**config.mk**
```make
export PLATFORM = sky130hd
export DESIGN_NAME = reg_file
export DESIGN_NICKNAME = d
export VERILOG_FILES = /design/src/rtl/reg_file.sv
export SDC_FILE = /design/constraint.sdc
export NUM_CORES = 2
export LEC_CHECK = 0
export ABC_AREA = 0
export BUFFER_PORTS_ARGS = -buffer_cell sky130_fd_sc_hd__buf_4
export CAP_MARGIN = 20
export CELL_PAD_IN_SITES_DETAIL_PLACEMENT = 1
export CELL_PAD_IN_SITES_GLOBAL_PLACEMENT = 1
export CORE_AREA = 2 2 431 433
export CTS_BUF_LIST = sky130_fd_sc_hd__clkbuf_16
export DETAILED_ROUTE_END_ITERATION = 10
export DIE_AREA = 0 0 433 435
export PLACE_DENSITY_LB_ADDON = 0.1
export SYNTH_ARGS = -nofsm -noshare
export SYNTH_HDL_FRONTEND = slang
export SYNTH_SLANG_ARGS = --single-unit
```
**constraint.sdc**
```tcl
create_clock -name clk_in -period 8.55 [get_ports clk_in]
set_clock_uncertainty 0.15 [all_clocks]
set_input_delay 1.71 -clock clk_in [delete_from_list [all_inputs] [get_ports clk_in]]
set_output_delay 1.71 -clock clk_in [all_outputs]
set_load 0.02 [all_outputs]
```
**src/rtl/reg_file.sv**
```systemverilog
// Architectural register file with per-register rename tags (busy + youngest ROB writer).
// Optional macro RF_COMMIT_BYPASS_EN forwards a matching same-cycle commit to the read ports.
module reg_file #(
  parameter int REG_NUM       = 32,
  parameter int ROB_INDEX_BIT = 4
) (
  input  logic                     clk_in,
  input  logic                     rst_in,
  input  logic                     rdy_in,
  input  logic                     clear_in,
  input  logic                     issue_req,
  input  logic [4:0]               issue_rd,
  input  logic [ROB_INDEX_BIT-1:0] issue_rob_id,
  input  logic [4:0]               rs1_in,
  input  logic [4:0]               rs2_in,
  input  logic [4:0]               commit_rd,
  input  logic [31:0]              commit_val,
  input  logic [ROB_INDEX_BIT-1:0] commit_rob_id,
  output logic [31:0]              rs1_val,
  output logic                     rs1_dep,
  output logic [ROB_INDEX_BIT-1:0] rs1_rob_id,
  output logic [31:0]              rs2_val,
  output logic                     rs2_dep,
  output logic [ROB_INDEX_BIT-1:0] rs2_rob_id
);

  logic [31:0]              val_reg  [REG_NUM];
  logic                     busy_reg [REG_NUM];
  logic [ROB_INDEX_BIT-1:0] tag_reg  [REG_NUM];

  genvar gi;

  // x0 shares the update logic but its write enables are tied off, so it stays at its reset zero.
  generate
    for (gi = 0; gi < REG_NUM; gi++) begin : g_reg
      logic commit_hit;
      logic issue_hit;
      logic retire_hit;

      assign commit_hit = (gi != 0) && (commit_rd == 5'(gi));
      assign issue_hit  = (gi != 0) && issue_req && (issue_rd == 5'(gi));
      assign retire_hit = commit_hit && busy_reg[gi] && (tag_reg[gi] == commit_rob_id);

      always_ff @(posedge clk_in) begin
        if (rst_in) begin
          val_reg[gi]  <= '0;
          busy_reg[gi] <= 1'b0;
          tag_reg[gi]  <= '0;
        end else if (rdy_in) begin
          if (commit_hit)
            val_reg[gi] <= commit_val;
          if (clear_in) begin
            busy_reg[gi] <= 1'b0;
            tag_reg[gi]  <= '0;
          end else if (issue_hit) begin
            // A new writer overrides any same-cycle retirement of the old one.
            busy_reg[gi] <= 1'b1;
            tag_reg[gi]  <= issue_rob_id;
          end else if (retire_hit) begin
            busy_reg[gi] <= 1'b0;
          end
        end
      end
    end
  endgenerate

  logic [4:0]               rd_idx  [2];
  logic [31:0]              rd_val  [2];
  logic                     rd_dep  [2];
  logic [ROB_INDEX_BIT-1:0] rd_tag  [2];

  assign rd_idx[0] = rs1_in;
  assign rd_idx[1] = rs2_in;

  // Reads see pre-update state, so an instruction reading its own rd sees the previous writer.
  generate
    for (gi = 0; gi < 2; gi++) begin : g_read
      always_comb begin
        rd_val[gi] = '0;
        rd_dep[gi] = 1'b0;
        rd_tag[gi] = '0;
        if (rd_idx[gi] != 5'd0) begin
          rd_val[gi] = val_reg[rd_idx[gi]];
          rd_dep[gi] = busy_reg[rd_idx[gi]];
          rd_tag[gi] = tag_reg[rd_idx[gi]];
`ifdef RF_COMMIT_BYPASS_EN
          if (rdy_in && !rst_in && (commit_rd == rd_idx[gi]) && busy_reg[rd_idx[gi]]
              && (tag_reg[rd_idx[gi]] == commit_rob_id)) begin
            rd_val[gi] = commit_val;
            rd_dep[gi] = 1'b0;
            rd_tag[gi] = '0;
          end
`endif
        end
      end
    end
  endgenerate

  assign rs1_val    = rd_val[0];
  assign rs1_dep    = rd_dep[0];
  assign rs1_rob_id = rd_tag[0];
  assign rs2_val    = rd_val[1];
  assign rs2_dep    = rd_dep[1];
  assign rs2_rob_id = rd_tag[1];

endmodule
```
# After elaboration in Yosys (flattened, before gate mapping)
# Memory sizes are Yosys's and may differ from the RTL's.
# Cells that the tools add are included.
# op_classes
addsub	0
mul	0
div	0
n_lt_le_gt_ge	0
n_eq_ne	93
shift	0
n_mux	665
n_bitwise	188
n_reduce_logical	95
# op_table
operator	n
32-bit 2-to-1 mux	33
1-bit 2-to-1 mux	567
4-bit 2-to-1 mux	65
1-bit bitwise OR	188
5-bit == test (second input constant)	32
4-bit == test	31
1-bit logical AND	93
5-bit by 4-bit == test with 1-bit output (second input constant)	16
5-bit by 3-bit == test with 1-bit output (second input constant)	8
5-bit by 2-bit == test with 1-bit output (second input constant)	4
5-bit by 1-bit == test with 1-bit output (second input constant)	2
5-bit nonzero test	2
# totals
reg_bits	0
latchBits	0
ramBits	1184
romBits	0
output_inout_bits	74
n_memories	3
# memory_table
name	depth	width	rd	rd_ports_with_merged_regs	wr	line	source
val_reg	32	32	2	0	32	27	logic [31:0] val_reg [REG_NUM];
tag_reg	32	4	33	0	32	29	logic [ROB_INDEX_BIT-1:0] tag_reg [REG_NUM];
busy_reg	32	1	33	0	32	28	logic busy_reg [REG_NUM];

# Depth between registers and ports, before layout
# depth
ltp_word	10
ltp_mapped	8
mapped_depth_nobuf	4

# Least setup slack after synthesis
# OpenSTA, ideal clock, no wires.
# synth_path
path_kind	input port to output port
from	input port rs1_in[0]
to	output port rs1_rob_id[1]
arrival_time_ns	3.363
required_ns	6.690
path_slack_ns	3.327
path_stages	7
path_cell_list	buf_2 > buf_2 > buf_2 > and2_1 > clkbuf_1 > a22oi_1 > a211oi_1
# synth_between
elab_chain_len	2
# synth_lines
element	line	source
from (decl)	14	input logic [4:0] rs1_in,
memory read 32 x 4 bit or 5-bit nonzero test (tied branches)	n/a	
4-bit 2-to-1 mux (*)	82	if (rd_idx[gi] != 5'd0) begin
to (decl)	21	output logic [ROB_INDEX_BIT-1:0] rs1_rob_id,
# Mark *: on every way between the ends. The rest lies on a longest branch, timed or not.

# Worst setup path in the final report
# layout_path
from	input port rs2_in[1]
to	output port rs2_val[5]
# layout_between
elab_chain_len	2
# layout_lines
element	line	source
from (decl)	15	input logic [4:0] rs2_in,
memory read 32 x 32 bit or 5-bit nonzero test (tied branches)	n/a	
32-bit 2-to-1 mux (*)	82	
to (decl)	22	output logic [31:0] rs2_val,
# Marked as above.

==> run summary <==
Register-to-Register Setup Slack -> 6690 ps
total setup buffers inserted after CTS -> 0
pin count of the biggest net entering global routing -> 85
# setup viols final -> 0
Yosys cell types -> 60
CP Class -> input port to output port
ANT nets after route -> 0
max-cap violations -> 0
Setup TNS Final -> 0 ps
Tmin final -> 6700 ps
IO Count -> 139
CP cell instances -> buf_8 > buf_4 > buf_4 > mux2i_1 > a221oi_1 > a221oi_1 > nor3_1 > buf_4
Port Buffers -> 138
Post-synth EDFFs -> 1147
Min-Delay Path Class -> register to register
CP startpoint kind -> input port
area of the core -> 184000 µm²
Slew @ Worst Pin -> 1230 ps
async set-or-reset flop fraction in the synthesized netlist -> 0
die height -> 435 µm
FILL cells -> 18700
layout cells sized above 1 -> 0.219
Warnings, synthesis -> 0
clock latency on the worst-skew pair -> 810 ps
Crit. Startpoint -> rs2_in[1]
Power Dens Cells -> 202 nW/µm²
hold-fix buffers at CTS -> 0
# nets final -> 4609
htree depth -> 4
final hold violations -> 0
TritonCTS buffer count -> 139
Largest register FFs -> 992
first-pass GRT wire length -> 396000 µm
vias per cell -> 6.26
gr ovfl total -> 0
peak supply drop -> 0.213 mV
Non-Filler Instances -> 7153
status -> finished, final reports clean
LEAKAGE -> 25.0 nW
antenna violations before repair -> 45
fin util -> 0.391
Layout area overhead -> 12.7%
starting density of the core -> 0.347
Setup crit end kind -> output port
post-CTS sizing -> 0
most frequent CP cell -> buf_4
CTS tree -> done
Detailed Route WL -> 293000 µm
Period Utilization, post-route -> 0.783
commonest non-fill, non-tap cell in the layout -> edfxtp_1
GPL Wtd Cong -> 0.881
post-synthesis register bit count -> 1147
fmax -> 0.149 GHz
hpwl dp -> 174000 µm
Placed Cells -> 6881
unrepaired setup endpoints after global routing -> no
Max stage delay on crit path -> 1020 ps
max-slew violations -> 0
router iterations before antenna repair -> 5
Vias -> 44800
Syn Nets -> 4679
routed len/inst -> 40.9 µm
register area -> 34400 µm²
Tot GR Track Use -> 0.308
residual DRC count -> 0
max_slew headroom -> 0.175
Multi-input gate area -> 27700 µm²
Post-Synthesis Cells -> 4614
CTS Buffer Depth -> 3
CP required -> 6690 ps
register area share after synthesis -> 0.540
Die Wd -> 433 µm
Clock transition at path regs -> 60 ps
area of the die -> 188000 µm²
Max FO, Critical Path -> 39
Synth Flop Type -> edfxtp_1
commonest non-fill, non-tap cells in the layout -> 1147 x edfxtp_1, 1120 x and2_1, 320 x mux4_2, 305 x mux2i_1, 261 x buf_4
DRT iter0 DRCs -> 5730
Worst EP arrival -> 4840 ps
Post-Syn Area -> 63800 µm²
root buffer cell -> clkbuf_16
Synth Area per Inst -> 13.8 µm²
num rows -> 158
vias in the first global route -> 44600
hold wc startpoint -> busy_reg[8]
Worst path slowest cell -> nor3_1
RR Startpoint -> tag_reg[16][0]
TritonCTS Sinks -> 1147
-- routing by layer --
metal,vias to the layer above,part of all wire,wire [µm],global-route usage
met1,24300,0.42,122000,0.417
met4,10,0.045,13300,0.133
li1,17700,-,-,-
met3,534,0.070,20500,0.0481
met5,-,0.00020,60,0
met2,2260,0.47,137000,0.490
-- path summary, 6_finish.rpt --
path,end,cells after the start
max,rs2_val[5],8
min reg2reg,busy_reg[8],2
min,busy_reg[8],2
max reg2reg,busy_reg[16],4
-- critical path, delay by kind of cell --
family | cells | cell delay [ps]
compound gates | 2 | 430
simple gates | 1 | 1020
mux | 1 | 150
buf+inv | 4 | 1460
-- Yosys cell counts (5+ instances only) --
| cell type | count | share of area |
|---|---|---|
| and2_1 | 1121 | 0.11 |
| a21o_1 | 13 | 0.0015 |
| mux4_1 | 45 | 0.019 |
| nor3_1 | 47 | 0.0037 |
| nand3_1 | 74 | 0.0058 |
| mux2_2 | 105 | 0.019 |
| xor2_1 | 54 | 0.0074 |
| clkbuf_1 | 317 | 0.019 |
| a221o_1 | 74 | 0.012 |
| nand2b_1 | 55 | 0.0054 |
| a211oi_1 | 7 | 0.00082 |
| buf_2 | 133 | 0.010 |
| xnor2_1 | 70 | 0.0096 |
| o21bai_1 | 23 | 0.0027 |
| nand4_1 | 59 | 0.0058 |
| nor2_1 | 54 | 0.0032 |
| o22ai_1 | 88 | 0.0086 |
| nand2_1 | 42 | 0.0025 |
| buf_1 | 13 | 0.00076 |
| a22oi_1 | 150 | 0.018 |
| mux2i_1 | 305 | 0.048 |
| nor4_1 | 33 | 0.0032 |
| a21oi_1 | 25 | 0.0020 |
| a22o_1 | 7 | 0.00096 |
| o211ai_1 | 20 | 0.0024 |
| buf_6 | 12 | 0.0021 |
| a31o_2 | 23 | 0.0032 |
| mux4_2 | 320 | 0.11 |
| a31oi_1 | 8 | 0.00078 |
| edfxtp_1 | 1147 | 0.54 |
| nor2b_1 | 19 | 0.0019 |
| a221oi_1 | 62 | 0.0085 |
| nor4_2 | 11 | 0.0022 |
| inv_1 | 5 | 0.00029 |
| buf_4 | 18 | 0.0021 |
-- cell type report --
type / instances / area share
flip-flops and latches: 1147 / 0.479
multi-input cells: 2969 / 0.386
clock buffers: 141 / 0.0490
well taps: 2480 / 0.0431
repair buffers: 282 / 0.0322
clock inverters: 102 / 0.0103
diodes: 27 / 0.000939
inverters: 5 / 0.000261
-- stage by stage --
stage	area, µm²	hold slack [ps]	worst slack, ps	power [mW]
floorplan	63800	517	3330	7.88
CTS	71900	623	1910	14.6
global route	71900	633	1880	14.9
global placement	67500	595	1800	8.82
detailed placement	67600	599	1910	8.84
finish	72000	622	1850	14.5
-- report_power, final --
group	internal [mW]	leakage, nW	total, mW	switching (mW)
sequential	6.52	11.0	6.73	0.210
clock	3.21	2.21	5.77	2.56
combinational	0.724	11.7	2.03	1.30
total	10.5	25.0	14.5	4.07
-- cell families after synthesis --
logic type / Yosys count / share of synthesized area
xor gates and xnor gates: 124 / 0.0170
DFF: 1147 / 0.540
muxes: 775 / 0.198
AOI/OAI and AO/OA: 514 / 0.0625
and+or+nand+nor: 1556 / 0.149
buffers and inverters: 498 / 0.0344
Note: power is estimated with default switching activity, not from simulation.
